$ cat src/rtl/gshare_branch_predictor_if.sv
// Fetch/EX side bundle for the gshare branch predictor: prediction outputs,
// EX resolution inputs and optional statistics counters.
interface gshare_bp_if #(
    parameter int unsigned HIST_BITS = 5
);
    logic [31:0]          current_pc;
    logic                 fetch_advance;
    logic [31:0]          predicted_pc;
    logic                 predict_taken;
    logic [HIST_BITS-1:0] fetch_history;
    logic                 update_valid;
    logic [31:0]          update_pc;
    logic [HIST_BITS-1:0] update_history;
    logic                 update_is_cond;
    logic                 update_taken;
    logic [31:0]          update_target;
    logic                 mispredict;
    logic [31:0]          stat_updates;
    logic [31:0]          stat_mispredicts;

    modport master (
        output current_pc, fetch_advance,
        output update_valid, update_pc, update_history, update_is_cond,
        output update_taken, update_target, mispredict,
        input  predicted_pc, predict_taken, fetch_history,
        input  stat_updates, stat_mispredicts
    );

    modport slave (
        input  current_pc, fetch_advance,
        input  update_valid, update_pc, update_history, update_is_cond,
        input  update_taken, update_target, mispredict,
        output predicted_pc, predict_taken, fetch_history,
        output stat_updates, stat_mispredicts
    );
endinterface

$ cat src/rtl/gshare_branch_predictor.sv
// Fetch-stage next-PC generator: direct-mapped BTB plus gshare PHT with
// speculative global history. Optional counters enabled by PREDICTOR_STATS_EN.
module gshare_branch_predictor #(
    parameter int unsigned HIST_BITS      = 5,
    parameter int unsigned BTB_INDEX_BITS = 5
) (
    input logic       clk,
    input logic       reset,
    gshare_bp_if.slave bp
);
    localparam int unsigned PHT_DEPTH = 1 << HIST_BITS;
    localparam int unsigned BTB_DEPTH = 1 << BTB_INDEX_BITS;
    localparam int unsigned TAG_BITS  = 30 - BTB_INDEX_BITS;

    logic [HIST_BITS-1:0] bhr;
    logic [1:0]           pht [PHT_DEPTH];
    logic [BTB_DEPTH-1:0] btb_valid;
    logic [BTB_DEPTH-1:0] btb_is_cond;
    logic [TAG_BITS-1:0]  btb_tag [BTB_DEPTH];
    logic [31:0]          btb_target [BTB_DEPTH];

    logic [BTB_INDEX_BITS-1:0] fetch_idx;
    logic [HIST_BITS-1:0]      fetch_pht_idx;
    logic                      btb_hit;
    logic                      fetch_is_cond;

    logic [BTB_INDEX_BITS-1:0] upd_idx;
    logic [HIST_BITS-1:0]      upd_pht_idx;
    logic [1:0]                upd_ctr;
    logic [1:0]                upd_ctr_next;
    logic                      btb_write;
    logic                      unused_pc_bits;

    assign unused_pc_bits = ^{bp.current_pc[1:0], bp.update_pc[1:0]};

    // Zero-latency prediction from the current fetch PC
    assign fetch_idx     = bp.current_pc[BTB_INDEX_BITS+1:2];
    assign fetch_is_cond = btb_is_cond[fetch_idx];
    assign btb_hit       = btb_valid[fetch_idx]
                        && (btb_tag[fetch_idx] == bp.current_pc[31:BTB_INDEX_BITS+2]);
    assign fetch_pht_idx = bp.current_pc[HIST_BITS+1:2] ^ bhr;

    assign bp.predict_taken = btb_hit && (!fetch_is_cond || pht[fetch_pht_idx][1]);
    assign bp.predicted_pc  = bp.predict_taken ? btb_target[fetch_idx]
                                               : bp.current_pc + 32'd4;
    assign bp.fetch_history = bhr;

    // Global history: EX repair wins over a same-cycle speculative shift
    always_ff @(posedge clk) begin
        if (reset) begin
            bhr <= '0;
        end else if (bp.update_valid && bp.mispredict) begin
            bhr <= bp.update_is_cond ? {bp.update_history[HIST_BITS-2:0], bp.update_taken}
                                     : bp.update_history;
        end else if (bp.fetch_advance && btb_hit && fetch_is_cond) begin
            bhr <= {bhr[HIST_BITS-2:0], bp.predict_taken};
        end
    end

    assign upd_pht_idx = bp.update_pc[HIST_BITS+1:2] ^ bp.update_history;
    assign upd_ctr     = pht[upd_pht_idx];

    // 2-bit saturating counter step
    always_comb begin
        upd_ctr_next = upd_ctr;
        if (bp.update_taken) begin
            if (upd_ctr != 2'd3) upd_ctr_next = upd_ctr + 2'd1;
        end else begin
            if (upd_ctr != 2'd0) upd_ctr_next = upd_ctr - 2'd1;
        end
    end

    always_ff @(posedge clk) begin
        if (reset) begin
            pht <= '{default: 2'b01};
        end else if (bp.update_valid && bp.update_is_cond) begin
            pht[upd_pht_idx] <= upd_ctr_next;
        end
    end

    // BTB allocates only on taken resolutions; not-taken never invalidates
    assign upd_idx   = bp.update_pc[BTB_INDEX_BITS+1:2];
    assign btb_write = bp.update_valid && bp.update_taken;

    always_ff @(posedge clk) begin
        if (reset) begin
            btb_valid   <= '0;
            btb_is_cond <= '0;
        end else if (btb_write) begin
            btb_valid[upd_idx]   <= 1'b1;
            btb_is_cond[upd_idx] <= bp.update_is_cond;
        end
    end

    always_ff @(posedge clk) begin
        if (!reset && btb_write) begin
            btb_tag[upd_idx]    <= bp.update_pc[31:BTB_INDEX_BITS+2];
            btb_target[upd_idx] <= bp.update_target;
        end
    end

`ifdef PREDICTOR_STATS_EN
    logic [31:0] stat_updates_q;
    logic [31:0] stat_mispredicts_q;

    always_ff @(posedge clk) begin
        if (reset) begin
            stat_updates_q     <= '0;
            stat_mispredicts_q <= '0;
        end else begin
            if (bp.update_valid) stat_updates_q <= stat_updates_q + 32'd1;
            if (bp.update_valid && bp.mispredict) stat_mispredicts_q <= stat_mispredicts_q + 32'd1;
        end
    end

    assign bp.stat_updates     = stat_updates_q;
    assign bp.stat_mispredicts = stat_mispredicts_q;
`else
    assign bp.stat_updates     = '0;
    assign bp.stat_mispredicts = '0;
`endif

endmodule

$ cat src/flat_wrapper.sv
// flat-port wrapper written by rule: the top's interface ports become plain ports
module gshare_branch_predictor_flat 
#(
    parameter int unsigned HIST_BITS      = 5,
    parameter int unsigned BTB_INDEX_BITS = 5
)
  (clk, reset, bp_current_pc, bp_fetch_advance, bp_update_valid, bp_update_pc, bp_update_history, bp_update_is_cond, bp_update_taken, bp_update_target, bp_mispredict, bp_predicted_pc, bp_predict_taken, bp_fetch_history, bp_stat_updates, bp_stat_mispredicts);
  gshare_bp_if #(.HIST_BITS(HIST_BITS)) bp_i ();
  input logic clk;
  input logic reset;
  input wire logic [$bits(bp_i.current_pc)-1:0] bp_current_pc;
  input wire logic [$bits(bp_i.fetch_advance)-1:0] bp_fetch_advance;
  input wire logic [$bits(bp_i.update_valid)-1:0] bp_update_valid;
  input wire logic [$bits(bp_i.update_pc)-1:0] bp_update_pc;
  input wire logic [$bits(bp_i.update_history)-1:0] bp_update_history;
  input wire logic [$bits(bp_i.update_is_cond)-1:0] bp_update_is_cond;
  input wire logic [$bits(bp_i.update_taken)-1:0] bp_update_taken;
  input wire logic [$bits(bp_i.update_target)-1:0] bp_update_target;
  input wire logic [$bits(bp_i.mispredict)-1:0] bp_mispredict;
  output wire logic [$bits(bp_i.predicted_pc)-1:0] bp_predicted_pc;
  output wire logic [$bits(bp_i.predict_taken)-1:0] bp_predict_taken;
  output wire logic [$bits(bp_i.fetch_history)-1:0] bp_fetch_history;
  output wire logic [$bits(bp_i.stat_updates)-1:0] bp_stat_updates;
  output wire logic [$bits(bp_i.stat_mispredicts)-1:0] bp_stat_mispredicts;
  assign bp_i.current_pc = bp_current_pc;
  assign bp_i.fetch_advance = bp_fetch_advance;
  assign bp_i.update_valid = bp_update_valid;
  assign bp_i.update_pc = bp_update_pc;
  assign bp_i.update_history = bp_update_history;
  assign bp_i.update_is_cond = bp_update_is_cond;
  assign bp_i.update_taken = bp_update_taken;
  assign bp_i.update_target = bp_update_target;
  assign bp_i.mispredict = bp_mispredict;
  assign bp_predicted_pc = bp_i.predicted_pc;
  assign bp_predict_taken = bp_i.predict_taken;
  assign bp_fetch_history = bp_i.fetch_history;
  assign bp_stat_updates = bp_i.stat_updates;
  assign bp_stat_mispredicts = bp_i.stat_mispredicts;
  gshare_branch_predictor #(.HIST_BITS(HIST_BITS), .BTB_INDEX_BITS(BTB_INDEX_BITS)) u_core (.clk(clk), .reset(reset), .bp(bp_i));
endmodule
$ cat config.mk
export PLATFORM = sky130hd
export DESIGN_NAME = gshare_branch_predictor_flat
export DESIGN_NICKNAME = d
export VERILOG_FILES = /design/src/rtl/gshare_branch_predictor_if.sv /design/src/rtl/gshare_branch_predictor.sv /design/src/flat_wrapper.sv
export SDC_FILE = /design/constraint.sdc
export NUM_CORES = 2
export LEC_CHECK = 0
export ABC_AREA = 1
export CAP_MARGIN = 15
export CELL_PAD_IN_SITES_DETAIL_PLACEMENT = 1
export CELL_PAD_IN_SITES_GLOBAL_PLACEMENT = 2
export CORE_MARGIN = 4
export CORE_UTILIZATION = 40
export CTS_CLUSTER_SIZE = 25
export DETAILED_ROUTE_END_ITERATION = 6
export GPL_TIMING_DRIVEN = 0
export PLACE_DENSITY = 0.74
export SLEW_MARGIN = 0
export SYNTH_ARGS = -nofsm -noshare
export SYNTH_HDL_FRONTEND = slang
export SYNTH_SLANG_ARGS = --single-unit
$ cat constraint.sdc
create_clock -name clk -period 6.6 [get_ports clk]
set_clock_uncertainty 0.05 [all_clocks]
set_input_delay 0.99 -clock clk [delete_from_list [all_inputs] [get_ports clk]]
set_output_delay 0.99 -clock clk [all_outputs]
set_load 0.02 [all_outputs]
==> impl_metrics.csv <==
group,metric,value,unit
worst_setup_path,crit_chain,"clkdlybuf4s15_2 -> buf_4 -> buf_2 -> buf_6 -> nor2_1 -> o21ai_0 -> nand3_1 -> nand3_1 -> nand2_1 -> nand3_1 -> nand2_1 -> nor2_1 -> nand2_1 -> nor2_1 -> nand2_1 -> nor2_4 -> nand2_4 -> buf_2 -> buf_4 -> nand2_2 -> o21ai_1 -> clkdlybuf4s50_1",
yosys,synth_edf_count,1824,
routing,viasPerCell,5.93,
yosys,synth_warnings,0,
clock_network,cts_made_buffers,209,
power_and_ir_drop,total_leakage_power,0.0343,uW
worst_setup_path,cpMostUsedCell,"nand2_1",
yosys,async_flop_share,0,%
worst_setup_path,critPathMaxFanout,10,
power_and_ir_drop,pwr-share-seq,50.0,%
sta,finalHoldViolations,0,
sta,fin_crit_sh,101,%
power_and_ir_drop,vdd_drop_max,277,uV
worst_setup_path,path_class,"in -> out",
worst_setup_path,worst_path_max_delay_cell,"clkdlybuf4s50_1",
layout,regArea,57400,um2
global_routing,grt_max_degree,33,
job,max_cap_viol_count,0,
sta,setup_tns,-415,ps
clock_network,root_buffer,"clkbuf_16",
power_and_ir_drop,p_per_area,280,nW/um2
power_and_ir_drop,cell_internal_pwr,20400,uW
yosys,netlist.area_leader.share,68.2,%
yosys,ys_seq_area_share,71.5,%
yosys,synth.most_common_cell,"edfxtp_1",
die,dieArea,208000,um2
sta,rsz0062_at_grt,"true",
layout,layout.nets,7808,
placed_design,dp_hpwl,258000,um
sta,tightest_slew,1160,ps
die,die_w,456,um
worst_setup_path,critical_path_buf_inv_count,7,
clock_network,clk_transition_reported_paths,60,ps
die,fp-row-count,164,
die,coreArea,200000,um2
yosys,syn_inst,6987,
worst_setup_path,max_stage_delay,580,ps
layout,multi_input_comb_area,20500,um2
yosys,yosys_register_bits,1957,
routing,first_pass_iters,6,
worst_setup_path,startpoint,"bp_current_pc[3]",
hold_path,min_from,"u_core.btb_valid[16]",
yosys,synth_area_per_cell,11.5,um2
global_routing,grt_pass1_wl,486000,um
global_routing,grtUsageTotal,33.2,%
clock_network,clock_path_buffers,3,
worst_setup_path,reg2reg_slack,3220,ps
worst_setup_path,critPathTopFamily,"buffers and inverters",
routing,drc_errors,0,
global_routing,grt_pass1_vias,62036,
outcome,status,"finished, violations left",
yosys,synth_top_area_cell,"edfxtp_1",
power_and_ir_drop,switchingPower,6880,uW
layout,area_growth,20.9,%
global_routing,use_met1,41.1,%
hold_path,whs_endpoint,"u_core.btb_valid[16]",
sta,relSlewSlack,22.3,%
sta,clock.fmax,149,MHz
clock_network,clk_latency,880,ps
sta,min_period,6690,ps
yosys,synth_flop_cell,"edfxtp_1",
clock_network,cts_num_sinks,1957,
outcome,violations,"negative setup slack",
hold_path,holdPathStages,2,
worst_setup_path,r2r_end,"u_core.bp.fetch_history[1]",
yosys,synth_area_leaders,"edfxtp_1 68%, nand2_1 5.8%, o21ai_0 5.1%",
die,num_io_pins,210,
power_and_ir_drop,switching_share,25.3,%
worst_setup_path,worstSetupEndpointType,"primary output",
clock_network,cts_hold_buffers,0,
hold_path,min_path_type,"reg -> reg",
sta,final-setup-viol-count,9,
die,die_h,456,um
global_routing,antenna_found_initial,20,
die,start_util,40.2,%
routing,via_count,62513,
routing,drt-initial-drc-count,7550,
placed_design,gp_congestion,0.904,
worst_setup_path,critPathLaunchType,"primary input",
routing,antenna_left,0,
power_and_ir_drop,p_comb_share,8.9,%
yosys,synthTopCellsByCount,"1824 x edfxtp_1, 1235 x nand2_1, 1075 x nor2_1",
power_and_ir_drop,clkPwrFrac,41.1,%
worst_setup_path,rr_worst_depth,16,
yosys,syn_area,80400,um2
global_routing,grt_util_met3,5.81,%
layout,drive_above_1_share,13.0,%
global_routing,use_met2,55.1,%
routing,wire_per_inst,33.7,um
worst_setup_path,worstPathArrival,5650,ps
power_and_ir_drop,total_power,27200,uW
clock_network,htree_levels,4,
yosys,synth_cell_types,44,
clock_network,tritoncts,"built",
routing,wl,356000,um
sta,layout_setup_ws,-94.6,ps
worst_setup_path,r2r_start,"u_core.btb_tag[29][19]",
layout,fillers,21029,
placed_design,numPortBuffers,137,
sta,slew_viol_final,0,
global_routing,top_usage_layer,"met2",
global_routing,gr-total-overflow,0,
worst_setup_path,crit_required,5560,ps
## layout by cell type (no fill, tap or decap), types with 26 or more instances in the layout
| cell | count |
|---|---|
| o21ai_1 | 26 |
| a31oi_1 | 33 |
| buf_8 | 43 |
| buf_16 | 38 |
| o221ai_1 | 29 |
| clkbuf_2 | 71 |
| o22ai_1 | 215 |
| clkinv_1 | 59 |
| a221o_1 | 46 |
| conb_1 | 64 |
| o21ai_0 | 820 |
| nand2_1 | 1225 |
| a22oi_1 | 27 |
| dfxtp_1 | 133 |
| clkdlybuf4s50_1 | 126 |
| inv_1 | 209 |
| edfxtp_1 | 1824 |
| a21oi_1 | 157 |
| clkinv_2 | 38 |
| buf_2 | 82 |
| clkbuf_4 | 39 |
| nand3_1 | 456 |
| buf_4 | 133 |
| buf_12 | 30 |
| nor2_1 | 1060 |
| buf_6 | 190 |
| clkbuf_16 | 218 |
| clkbuf_1 | 212 |
## sequential cells by signal, indices dropped and copies added, names as in the netlist
| name | count |
|---|---|
| u_core.btb_target | 1024 |
| u_core.pht | 64 |
| u_core.btb_is_cond | 32 |
| u_core.btb_valid | 32 |
| u_core.bp.fetch_history | 5 |
| u_core.btb_tag | 800 |
## logic make-up after synthesis
family / Yosys count / share of synthesized area (%)
xor+xnor: 30 / 0.327
fa+ha+maj: 1 / 0.0156
other cells: 1 / 0.00467
compound gates: 1441 / 10.1
simple gates: 2837 / 14.2
buf+inv: 720 / 3.96
flops: 1957 / 71.5
## worst max path at each step
stage / end / depth (start not counted) / slack [ps]
final: bp_predicted_pc[16] / 22 / -90
after global routing: bp_predicted_pc[16] / 17 / -9
after CTS: bp_predicted_pc[16] / 17 / 7
after detailed placement: bp_predicted_pc[25] / 20 / -2020
after global placement: u_core.btb_target[23][29] / 6 / -8710
after floorplan: u_core.btb_tag[13][0] / 5 / 530
## layer usage
layer | up-vias | part of all wire [%]
met4 | 2 | 6.7
met2 | 3352 | 48
met3 | 864 | 8.1
met1 | 32047 | 37
li1 | 26248 | -
met5 | - | 0.0042
## metrics by stage
| stage | setup WS, ps | hold slack [ps] | area [um2] | utilization, % | std cells |
|---|---|---|---|---|---|
| after global routing | -9.20 | 430 | 97100 | 48.6 | 10539 |
| final | -94.6 | 414 | 97100 | 48.6 | 10544 |
| after global placement | -8710 | 392 | 85300 | 42.7 | 9843 |
| after floorplan | 534 | 381 | 80600 | - | 7050 |
| after detailed placement | -2020 | 400 | 89200 | 44.6 | 10109 |
| after CTS | 7.49 | 409 | 96200 | 48.2 | 10492 |
## power groups by stage
stage | Sequential [uW] | Combinational [uW] | Clock, uW
2_1_floorplan | 13900 | 1020 | 0
3_3_place_gp | 13900 | 2150 | 0
3_5_place_dp | 13900 | 2250 | 0
4_1_cts | 13600 | 2310 | 11300
5_1_grt | 13600 | 2530 | 11800
6_report | 13600 | 2420 | 11200
## tightest hold or removal path: cells and delay by family (launching register included)
family	cells	cell delay (ps)
flops	1	300
compound gates	1	60
buf+inv	1	60
## area by class of cell
type / count / share of cell area, %
sequential: 1957 / 59.1
clock buffer: 263 / 5.63
inverter: 219 / 0.862
buffer: 500 / 2.93
multi-input combinational: 4373 / 21.1
tap: 2656 / 3.42
clock inverter: 117 / 0.881
antenna: 20 / 0.0515
timing repair buffer: 439 / 6.01
## repair_timing
item | 4_1_cts | 5_1_grt
gates resized for setup | 302 | 50
buffers inserted | 3 | 1
pin swaps | 5 | 3
endpoints found under the setup margin | 33 | 22
Power figures use the tool's default switching activity.
